[src/rtl/mul_div_pkg.sv]
// mul_div_pkg: shared encodings for the multi-cycle multiply/divide sequencer.
//   mode_e  : operation select carried on the mode port
//   state_e : sequencer FSM states
//   FLAG_*  : bit positions inside the 4-bit NZCV flags output
package mul_div_pkg;

  typedef enum logic [1:0] {
    MODE_MUL  = 2'b00,
    MODE_MULH = 2'b01,
    MODE_DIVU = 2'b10,
    MODE_REMU = 2'b11
  } mode_e;

  typedef enum logic [1:0] {
    IDLE = 2'b00,
    RUN  = 2'b01,
    FIX  = 2'b10,
    DONE = 2'b11
  } state_e;

  localparam int FLAG_N = 3;
  localparam int FLAG_Z = 2;
  localparam int FLAG_C = 1;
  localparam int FLAG_V = 0;

endpackage

[src/rtl/mul_div_step.sv]
// mul_div_step: one combinational iteration on the {acc, shift register} pair.
//   is_div_i : 1 = restoring divide step, 0 = shift-add multiply step
//   opnd_i   : multiplicand (multiply) or divisor (divide)
//   acc_i/o  : high half of product / partial remainder
//   sr_i/o   : multiplier shifting out LSB-first, product low half shifting in
//              (multiply); dividend shifting out MSB-first, quotient shifting
//              in at the LSB (divide)
module mul_div_step #(
  parameter int DATA_W = 32
) (
  input  logic              is_div_i,
  input  logic [DATA_W-1:0] opnd_i,
  input  logic [DATA_W-1:0] acc_i,
  input  logic [DATA_W-1:0] sr_i,
  output logic [DATA_W-1:0] acc_o,
  output logic [DATA_W-1:0] sr_o
);

  logic [DATA_W:0]   sum;
  logic [DATA_W-1:0] shifted;
  logic [DATA_W-1:0] diff;
  logic              ge;

  always_comb begin
    sum     = {1'b0, acc_i} + (sr_i[0] ? {1'b0, opnd_i} : {(DATA_W+1){1'b0}});
    shifted = {acc_i[DATA_W-2:0], sr_i[DATA_W-1]};
    // The shifted remainder is DATA_W+1 bits wide; its top bit is acc_i MSB.
    // When that bit is set the value certainly exceeds the divisor, and the
    // modulo-2^DATA_W difference is still exact because the true result is
    // below the divisor.
    ge      = acc_i[DATA_W-1] | (shifted >= opnd_i);
    diff    = shifted - opnd_i;
    if (is_div_i) begin
      acc_o = ge ? diff : shifted;
      sr_o  = {sr_i[DATA_W-2:0], ge};
    end else begin
      acc_o = sum[DATA_W:1];
      sr_o  = {sum[0], sr_i[DATA_W-1:1]};
    end
  end

endmodule

[src/rtl/mul_div_seq.sv]
// mul_div_seq: multi-cycle integer multiply/divide sequencer.
//   clk, rst (async active-low)
//   start_valid/start_ready : operation handshake (ready only in IDLE)
//   mode, op_a, op_b, tag_in: operation, operands, destination tag
//   abort                   : synchronous cancel of any operation in flight
//   busy                    : high in RUN, FIX, DONE
//   result_valid/result_ready, result, tag_out, flags : result handshake
// Retires STEPS iteration bits per clock; latency DATA_W/STEPS+1 edges,
// divide by zero resolves in one edge.
module mul_div_seq
  import mul_div_pkg::*;
#(
  parameter int DATA_W = 32,
  parameter int STEPS  = 1,
  parameter int TAG_W  = 4
) (
  input  logic              clk,
  input  logic              rst,
  input  logic              start_valid,
  output logic              start_ready,
  input  logic [1:0]        mode,
  input  logic [DATA_W-1:0] op_a,
  input  logic [DATA_W-1:0] op_b,
  input  logic [TAG_W-1:0]  tag_in,
  input  logic              abort,
  output logic              busy,
  output logic              result_valid,
  input  logic              result_ready,
  output logic [DATA_W-1:0] result,
  output logic [TAG_W-1:0]  tag_out,
  output logic [3:0]        flags
);

  localparam int ITERS = DATA_W / STEPS;
  localparam int CNT_W = $clog2(ITERS) + 1;

  state_e              state_q;
  mode_e               mode_q;
  logic [DATA_W-1:0]   opnd_q, acc_q, sr_q;
  logic [CNT_W-1:0]    cnt_q;
  logic                neg_q;
  logic [DATA_W-1:0]   result_q;
  logic [TAG_W-1:0]    tag_q;
  logic [3:0]          flags_q;
  logic                rvalid_q;

  logic [DATA_W-1:0]   acc_c [STEPS+1];
  logic [DATA_W-1:0]   sr_c  [STEPS+1];
  logic [DATA_W-1:0]   acc_d, sr_d;
  logic [2*DATA_W-1:0] prod;
  logic [DATA_W-1:0]   fix_res;
  logic                fix_c;
  logic [3:0]          fix_flags;

  function automatic logic [DATA_W-1:0] abs_val(input logic signed [DATA_W-1:0] v);
    logic signed [DATA_W-1:0] n;
    n = -v;
    return v[DATA_W-1] ? $unsigned(n) : $unsigned(v);
  endfunction

  function automatic logic [2*DATA_W-1:0] neg_prod(input logic [2*DATA_W-1:0] p);
    return (~p) + {{(2*DATA_W-1){1'b0}}, 1'b1};
  endfunction

  // Iteration chain: STEPS bits retired per RUN edge
  assign acc_c[0] = acc_q;
  assign sr_c[0]  = sr_q;

  for (genvar g = 0; g < STEPS; g++) begin : g_step
    mul_div_step #(.DATA_W(DATA_W)) u_step (
      .is_div_i (mode_q[1]),
      .opnd_i   (opnd_q),
      .acc_i    (acc_c[g]),
      .sr_i     (sr_c[g]),
      .acc_o    (acc_c[g+1]),
      .sr_o     (sr_c[g+1])
    );
  end

  assign acc_d = acc_c[STEPS];
  assign sr_d  = sr_c[STEPS];

  // FIX stage: result select, MULH sign correction, flags
  always_comb begin
    prod    = {acc_q, sr_q};
    fix_res = sr_q;
    fix_c   = 1'b0;
    case (mode_q)
      MODE_MUL: begin
        fix_res = sr_q;
        fix_c   = |acc_q;
      end
      MODE_MULH: begin
        if (neg_q) prod = neg_prod({acc_q, sr_q});
        fix_res = prod[2*DATA_W-1:DATA_W];
      end
      MODE_DIVU: begin
        fix_res = (opnd_q == '0) ? '1 : sr_q;
        fix_c   = (opnd_q == '0);
      end
      MODE_REMU: begin
        // Divide by zero skips RUN, so sr_q still holds the dividend.
        fix_res = (opnd_q == '0) ? sr_q : acc_q;
        fix_c   = (opnd_q == '0);
      end
      default: ;
    endcase
    fix_flags         = 4'b0000;
    fix_flags[FLAG_N] = fix_res[DATA_W-1];
    fix_flags[FLAG_Z] = (fix_res == '0);
    fix_flags[FLAG_C] = fix_c;
    fix_flags[FLAG_V] = 1'b0;
  end

  always_ff @(posedge clk or negedge rst) begin
    if (!rst) begin
      state_q  <= IDLE;
      mode_q   <= MODE_MUL;
      opnd_q   <= '0;
      acc_q    <= '0;
      sr_q     <= '0;
      cnt_q    <= '0;
      neg_q    <= 1'b0;
      result_q <= '0;
      tag_q    <= '0;
      flags_q  <= 4'b0000;
      rvalid_q <= 1'b0;
    end else begin
      case (state_q)
        IDLE: begin
          if (start_valid && !abort) begin
            mode_q <= mode_e'(mode);
            tag_q  <= tag_in;
            cnt_q  <= '0;
            acc_q  <= '0;
            if (mode_e'(mode) == MODE_MULH) begin
              opnd_q <= abs_val($signed(op_a));
              sr_q   <= abs_val($signed(op_b));
              neg_q  <= op_a[DATA_W-1] ^ op_b[DATA_W-1];
            end else begin
              opnd_q <= mode[1] ? op_b : op_a;
              sr_q   <= mode[1] ? op_a : op_b;
              neg_q  <= 1'b0;
            end
            state_q <= (mode[1] && op_b == '0) ? FIX : RUN;
          end
        end
        RUN: begin
          if (abort) begin
            state_q <= IDLE;
          end else begin
            acc_q <= acc_d;
            sr_q  <= sr_d;
            cnt_q <= cnt_q + CNT_W'(1);
            if (cnt_q == CNT_W'(ITERS - 1)) state_q <= FIX;
          end
        end
        FIX: begin
          if (abort) begin
            state_q <= IDLE;
          end else begin
            result_q <= fix_res;
            flags_q  <= fix_flags;
            rvalid_q <= 1'b1;
            state_q  <= DONE;
          end
        end
        DONE: begin
          if (abort || result_ready) begin
            rvalid_q <= 1'b0;
            state_q  <= IDLE;
          end
        end
        default: state_q <= IDLE;
      endcase
    end
  end

  assign start_ready  = (state_q == IDLE);
  assign busy         = (state_q != IDLE);
  assign result_valid = rvalid_q;
  assign result       = result_q;
  assign tag_out      = tag_q;
  assign flags        = flags_q;

endmodule

[config.mk]
export PLATFORM = sky130hd
export DESIGN_NAME = mul_div_seq
export DESIGN_NICKNAME = d
export VERILOG_FILES = /design/src/rtl/mul_div_pkg.sv /design/src/rtl/mul_div_step.sv /design/src/rtl/mul_div_seq.sv
export SDC_FILE = /design/constraint.sdc
export NUM_CORES = 1
export LEC_CHECK = 0
export BUFFER_PORTS_ARGS = -buffer_cell sky130_fd_sc_hd__buf_2
export CORE_UTILIZATION = 55
export CTS_BUF_LIST = sky130_fd_sc_hd__clkbuf_16
export DETAILED_ROUTE_END_ITERATION = 7
export PLACE_DENSITY = 0.74
export SLEW_MARGIN = 10
export SYNTH_ARGS = -nofsm -noshare
export SYNTH_HDL_FRONTEND = slang
export SYNTH_SLANG_ARGS = --single-unit
export TNS_END_PERCENT = 30
[constraint.sdc]
create_clock -name clk -period 7.75 [get_ports clk]
set_clock_uncertainty 0.05 [all_clocks]
set_input_delay 1.55 -clock clk [delete_from_list [all_inputs] [get_ports clk]]
set_output_delay 1.55 -clock clk [all_outputs]
set_load 0.02 [all_outputs]
==> results summary, run 1 <==
For this run, the leading register cell type out of synthesis is dfrtp_1. Including well taps, the total number of placed cells is 2234. The number of search-and-repair iterations in the first detailed-routing pass came out at 7. In this run, the clock network consumes 12.8% of the power. The beginning of the worst hold path is tag_out[1]. The post-layout minimum cycle time is 4.18 ns. The synthesized area divided by synthesized cell count came out at 7.45 sq um. The worst hold path belongs to the class register to register. The number of flip-flops and latches in the synthesized netlist is 146.

TritonCTS built the clock tree. The via-per-instance ratio came out at 6.49. The overall power consumption came out at 6.96 mW.

Setup repair after global routing left no endpoint under its margin. The area enclosed by the die boundary is approximately 26000 sq um. The count of hold-fix buffers inserted at cts came out at 0.

The total of max-cap violations came out at 0. The global placer's final weighted congestion came out at 1.00. The final hold violation count is 0.

The maximum number of pins on one net before global-route repair came out at 96. The net switching power is roughly 3.7 mW. The worst voltage drop across the vdd grid came out at 0.000242 V. The worst hold path cell count is 2. The worst hold slack after final layout is ~0.42 ns. The initial utilization of the core area, before any placement, comes to 56.0%.

The antenna violation net count after detailed routing is 0. The worst setup slack before clock tree synthesis is 3.26 ns. The total number of vias is 14700. The flow ran to the end, and the final reports show no timing, DRC or antenna violations. The share of flip-flops with an asynchronous set or reset after synthesis came out at 100%. The critical path endpoint category is a register. The final number of setup-violating endpoints is 0. The power per unit of standard cell area is around 450 nW/um^2. The slack of the worst reg-to-reg path came out at 3.57 ns.

The number of cells on the worst reg-to-reg path came out at 13. The clock insertion delay at the later pin of the skew report is 0.44 ns. The final layout net count came out at 2067. The via count of the first global-routing pass is 13300. CTS placed an instance of clkbuf_16 at the clock tree root. The number of enable flip-flop cells after synthesis came out at 0. After synthesis the cells add up to 14100 sq um. The top-level I/O count came out at 118. The area growth from synthesis to final layout is 8.45%.

Timing would allow up to 0.239 GHz. After synthesis, flip-flops and latches occupy between 20% and 30% of the total area. During synthesis, Yosys emitted a total of 0 warnings. The top cell type by total area after synthesis is dfrtp_1. The least setup slack across all paths after layout came out at 3.57 ns. Global routing finished with a remaining overflow of 0. The fraction of the core area covered by cells at the end of the flow came out at roughly three fifths. The logic gate share of total power is 62.3%. The number of filler instances in the final layout came out at 2374. The area share of the largest cell type after synthesis came out at 25.9%. The ratio of final minimum period to clock period came out at 53.9%.

The count of routing violations after the opening detailed-route iteration came out at 1945. For this run, the total global-route usage over all layers was measured as about 38%. The share of cells above drive strength 1 is 10.0%. The total length of routed wires is just under 50000 microns. The initial antenna violation count came out at 0. The capture point of the worst reg-to-reg path is acc_q[18]. The internal cell power came out at about 3.3 mW. The buffer depth of the longest clock path is 2.

The number of nets in the synthesized netlist is about 2000. The critical-path maximum fanout came out at 21. The number of antenna diodes in the final layout is 0.

The H-tree generated during clock tree synthesis spans 4 levels. Measured along the y axis, the die boundary spans 162 microns. The number of core rows is 58. The summed area of non-filler cells in the final layout came out at 15300 sq um. STA classifies the critical path startpoint as a register.

The number of instances in the synthesized netlist came out at around 1900. Net switching is 53.1% of the power. The clock-pin slew on the worst setup and hold paths is 0.07 ns.

The die boundary width came out at 162 microns. In this run the static leakage power is 6.78 nW. The count of port buffers added during placement came out at about 120. The setup TNS came out at 0 ns.

The DRC violation count after routing came out at 0. The number of clock sinks seen by CTS is roughly 150. The detailed-route wire length per cell is 21.7 microns. Data on the critical path is required at its endpoint by 8.03 ns.

The first global-routing pass estimated 76400 microns of wire. The setup path with the least slack is of type register to register. The post-cts gate resize count is 0. The post-route non-filler standard cell count came out at 2266. The count of cell types in the netlist is 87. In this run the tightest slew margin relative to its limit is 28.2%. In this run, CTS created clock tree buffers numbering 17. In this run the standard cell core region covers about 25000 sq um.

By area the synthesized netlist is led by dfrtp_1 (26%), o21ai_0 (8.1%), nand2_1 (7.3%). The critical path data arrival time is between 4 and 5 ns. The final max-slew violation count came to 0.

Summed over all nets, the half-perimeter wirelength after detailed placement is 36800 microns. For hold timing, the worst endpoint is tag_out[1]. At the pin with the least slew margin, the transition time is 1.07 ns. The post-CTS setup buffer count came out at 0.

The share of power burned in registers came out at about a quarter. After detailed placement, the total cell area comes to 14700 sq um. The worst register-to-register path begins at acc_q[0].
==> synth_stat cells, drive strengths merged (21+ instances only) <==
cell,count
clkbuf,101
inv,66
a21oi,158
mux2i,58
nor3,50
xnor2,72
a21o,35
nand2,274
and2,39
nand4,21
nor2,140
o31ai,28
o21ai,230
nand3,38
nor4,31
dfrtp,146
a31oi,24
ha,67
xor2,49
==> area by class of cell <==
cell class,instances,area [sq um],area share (%)
Timing Repair Buffer,134,724,4.74
Clock buffer,17,425,2.78
Inverter,67,251,1.64
Multi-Input combinational cell,1557,9630,63.0
Sequential cell,146,3660,23.9
Clock inverter,15,194,1.27
Tap cell,330,413,2.70
==> state kept, by name (all words and copies together), names as in the netlist <==
signal,flops
acc_q,32
opnd_q,32
result,32
sr_q,32
cnt_q,6
tag_out,4
flags,2
mode_q,2
state_q,2
neg_q,1
result_valid,1
==> layer usage <==
metal | global-route usage, % | vias up | part of all wire (%)
met5 | 0 | - | 0
met4 | 14.2 | 0 | 3.8
met3 | 7.58 | 132 | 10
met2 | 56.8 | 804 | 43
met1 | 52.8 | 6884 | 43
li1 | - | 6892 | -
==> worst max-delay path: stages (launching register included) <==
cell	delay [ns]
dfrtp_1	0.66
inv_1	0.29
fa_1	0.51
nor2b_1	0.20
o2111ai_1	0.16
a31o_2	0.31
o211ai_1	0.28
a41oi_1	0.21
o211ai_1	0.26
buf_4	0.34
mux2_2	0.38
nand2_1	0.08
o21ai_0	0.11
a22o_1	0.21
==> worst max-delay path by stage <==
stage,end,slack [ns],from,cells after the start
floorplan,opnd_q[29],3.73,op_a[6],11
global placement,sr_q[28],3.34,op_b[2],10
detailed placement,sr_q[28],3.26,op_b[2],10
CTS,acc_q[31],3.64,sr_q[0],15
global route,acc_q[31],3.27,sr_q[0],15
finish,acc_q[18],3.57,acc_q[0],13
==> cells by family (layout without fill, tap and decap cells) <==
family          Yosys count  in the layout  synth area share, %
flops                   146            146                 25.9
fa+ha+maj                75             75                 6.65
mux                      60             60                 4.28
buf+inv                 189            233                 5.89
simple gates            685            685                 23.2
xor+xnor                121            121                 7.51
other cells               1              1               0.0266
compound gates          615            615                 26.5
==> power groups by stage <==
| stage | clock network, mW | logic [mW] | registers (mW) |
|---|---|---|---|
| after CTS | 0.891 | 4.24 | 1.69 |
| after detailed placement | 0 | 4.21 | 1.71 |
| after global routing | 0.920 | 4.76 | 1.76 |
| after global placement | 0 | 4.15 | 1.70 |
| final | 0.888 | 4.33 | 1.74 |
| after floorplan | 0 | 3.27 | 1.46 |
==> layout by cell type, fill, tap and decap left out, drive strengths merged, types with 10 or more instances in the layout <==
master and count:
mux2i 58, nor2 140, dfrtp 146, clkbuf 17, xor2 49, or4 10
o21ai 230, ha 67, o21a 17, nand3 38, buf 134, nand2b 12
xnor2 72, a21o 35, nor4 31, nand2 274, a31oi 24, and3 17
o31ai 28, a21oi 158, nand4 21, inv 74, and2 39, nor3 50
or3 20, a22o 12, nor2b 12, o211ai 16
No activity file was read; power rests on OpenSTA's default activity.
==> run 2, diff against run 1 <==
PLACE_DENSITY = 0.77   (was 0.74)
clock period = 3.43 ns   (was 7.75 ns; I/O delays follow)
==> run 2 against run 1 <==
Compared with the run above: the run now ends with negative setup slack left; hold slack got worse by 0.34 ns; combinational power rose to 3.0 times the previous value; routed wire length up 11%; clock power rose by 120%; non-clock buffer count is 205 higher; core utilization grew 8.0 points; power grew to 2.6 times the previous value; largest power group unchanged.
==> results summary, run 2 (synthesis results as in run 1) <==
TritonCTS built the clock tree. The clock insertion delay at the later pin of the skew report is 0.46 ns. The clock tree root buffer cell is clkbuf_16. The clock-pin slew on the worst setup and hold paths is approximately 0.080 ns. The worst voltage drop across the vdd grid came out at between 0.0005 and 0.0006 V. The die is between 150 and 200 microns wide. In the post-route analysis, the smallest setup slack over all paths is -0.0232 ns. Setup repair after global routing could not meet its margin everywhere. The start-to-end type of the worst setup path is register to register. The global-route congestion overflow total came out at 0. The routed design has around 55000 microns of wire.

The critical path data arrival time came out at 3.77 ns. The overall power consumption is about 18 mW. The top-level I/O count is 118. The share of cells above drive strength 1 is 21.7%. Registers take 3670 sq um. The post-layout minimum cycle time is about 3.5 ns. Buffers inserted to repair hold after CTS numbered 0. The final number of setup-violating endpoints came out at 1. The overall die height came out at 162 microns. The initial antenna violation count came out at 0.

The master of the slowest instance on the critical path is or4_4. The ratio of final minimum period to clock period came out at 101%. The top cell types in the final layout, fill and taps aside, are nand2_1 (273), o21ai_0 (215), buf_4 (214). The detailed placement HPWL is 41000 microns. The global routing's busiest layer is met2.

The number of buffers created by CTS is 17. STA classifies the critical path startpoint as a register. The cell that appears most often on the critical path is buf_4. The detailed-route wire length per cell came out at between 20 and 25 microns. The checks that failed: negative setup slack. The worst setup path is captured at a register. The number of core rows came out at 58. For this run, the post-layout net count is around 2300. The maximum number of pins on one net before global-route repair is 85. The count of routing violations after the opening detailed-route iteration came out at approximately 2100. The global placer's final weighted congestion is slightly above 1.

Detailed routing inserted a total of 16000 vias. The total of max-cap violations is 0. Global routing used 63.8% of the available met2 tracks. In the routed design, unresolved DRC markers number 0. Traced cell by cell, the critical path runs through nor4_2 > buf_4 > and4_1 > and2_1 > buf_4 > nor2_1 > a221oi_1 > o211ai_1 > o31ai_1 > nand4b_1 > or4_4 > o31ai_2. The first-pass GRT wire length is 82100 microns. The via-per-instance ratio is roughly 6.5.

No sink is reached through more buffers than the 2 on the longest clock path. The antenna violation net count after detailed routing came out at 0. The initial standard-cell utilization of the core came out at between 50% and 60%. The die covers 26300 sq um. The deepest level of the CTS H-tree came out at 4.

Relative to the synthesized area, the layout overhead comes to 22.7%. The maximum clock rate is 0.290 GHz. Summing all multi-input logic gate instances after layout gives ~10000 sq um. The final max-slew violation count was 0.

The run finished, with violations left. The via count of the first global-routing pass is roughly 14000. The all-layer global routing usage came out at around two fifths. Global routing consumed, on the met3 layer, 6.92% of the routing resources. The final hold violation count came to 0.

The critical-path maximum fanout came out at 5. The data required time of the worst path is 3.74 ns. The library cell used most frequently in the layout, excluding fill and tap cells, is nand2_1. Clock tree synthesis found a total of around 150 sinks. The power per unit of standard cell area came out at 1060 nW/um^2.

The number of search-and-repair iterations in the first detailed-routing pass came out at 7. Hold timing on the final database bottoms out at a slack of 0.0871 ns. The setup TNS came out at -0.0232 ns. The leakage dissipation is 7.87 nW. The worst setup slack before clock tree synthesis is -0.134 ns. The tightest slew margin relative to the limit came out at between 30 and 40%. The fraction of the core area covered by cells at the end of the flow is 68.7%. The class of the most critical hold timing path is input port to asynchronous set/reset pin. The longest individual stage delay on the worst path is about 0.46 ns.

The slew at the pin with the worst max-slew slack is about 1.0 ns. The number of filler instances in the final layout is roughly 2100. The area of the core came out at 25200 sq um.

In the global route stage, met1 resource usage came out at 55.3%. The count of port buffers added during placement came out at 116.
run 2: cell count changes in the layout (fill, tap and decap cells not counted), moves of 9 or more:
cell,change
o21ai_0,-14
buf_4,+195
ha_1,-9
o21ai_1,+13
run 2: final timing paths:
kind | from | endpoint | slack, ns | cells past startpoint
max in group asynchronous | rst | mode_q[1] | 2.38 | 2
worst min-delay path | rst | result[18] | 0.09 | 1
worst max-delay path | opnd_q[1] | flags[2] | -0.02 | 12
worst min register to register | tag_out[2] | tag_out[2] | 0.42 | 2
worst max register to register | opnd_q[1] | flags[2] | -0.02 | 12
min in group clk | tag_in[1] | tag_out[1] | 0.36 | 3
run 2: layout make-up:
type                            count  area share (%)
Multi-Input combinational cell   1557            57.8
Tap cell                          330            2.39
Clock inverter                     15            1.08
Inverter                           67            1.45
Antenna cell                        1          0.0145
Timing Repair Buffer              339            13.6
Clock buffer                       17            2.46
Sequential cell                   146            21.2
run 2: layer usage:
metal / vias to the layer above / share of wire, %
met3: 169 / 11
li1: 7310 / -
met5: - / 0
met1: 7536 / 40
met4: 0 / 4.3
met2: 964 / 44
run 2: critical path: cells and delay by family (launching register included):
family	cells	cell delay, ns
buffers and inverters	2	0.34
AND/OR/NAND/NOR	6	1.65
AO/OA/AOI/OAI	4	0.88
flip-flops	1	0.45
run 2: through the flow:
stage | cells | area (sq um)
floorplan | 1892 | 14100
global placement | 2421 | 16100
detailed placement | 2421 | 16100
CTS | 2456 | 16800
global route | 2471 | 17300
finish | 2472 | 17300
run 2: timing repair:
item | 4_1_cts | 5_1_grt
buffers inserted | 3 | 14
cloned | 0 | 1
pin swaps | 2 | 11
gates resized for setup | 14 | 83
endpoints found under the setup margin | 22 | 33
run 2: report_power, final:
| part | switching (mW) | internal (mW) | total [mW] |
|---|---|---|---|
| combinational | 7.63 | 5.47 | 13.1 |
| clock | 0.971 | 0.990 | 1.96 |
| sequential | 0.783 | 2.46 | 3.25 |
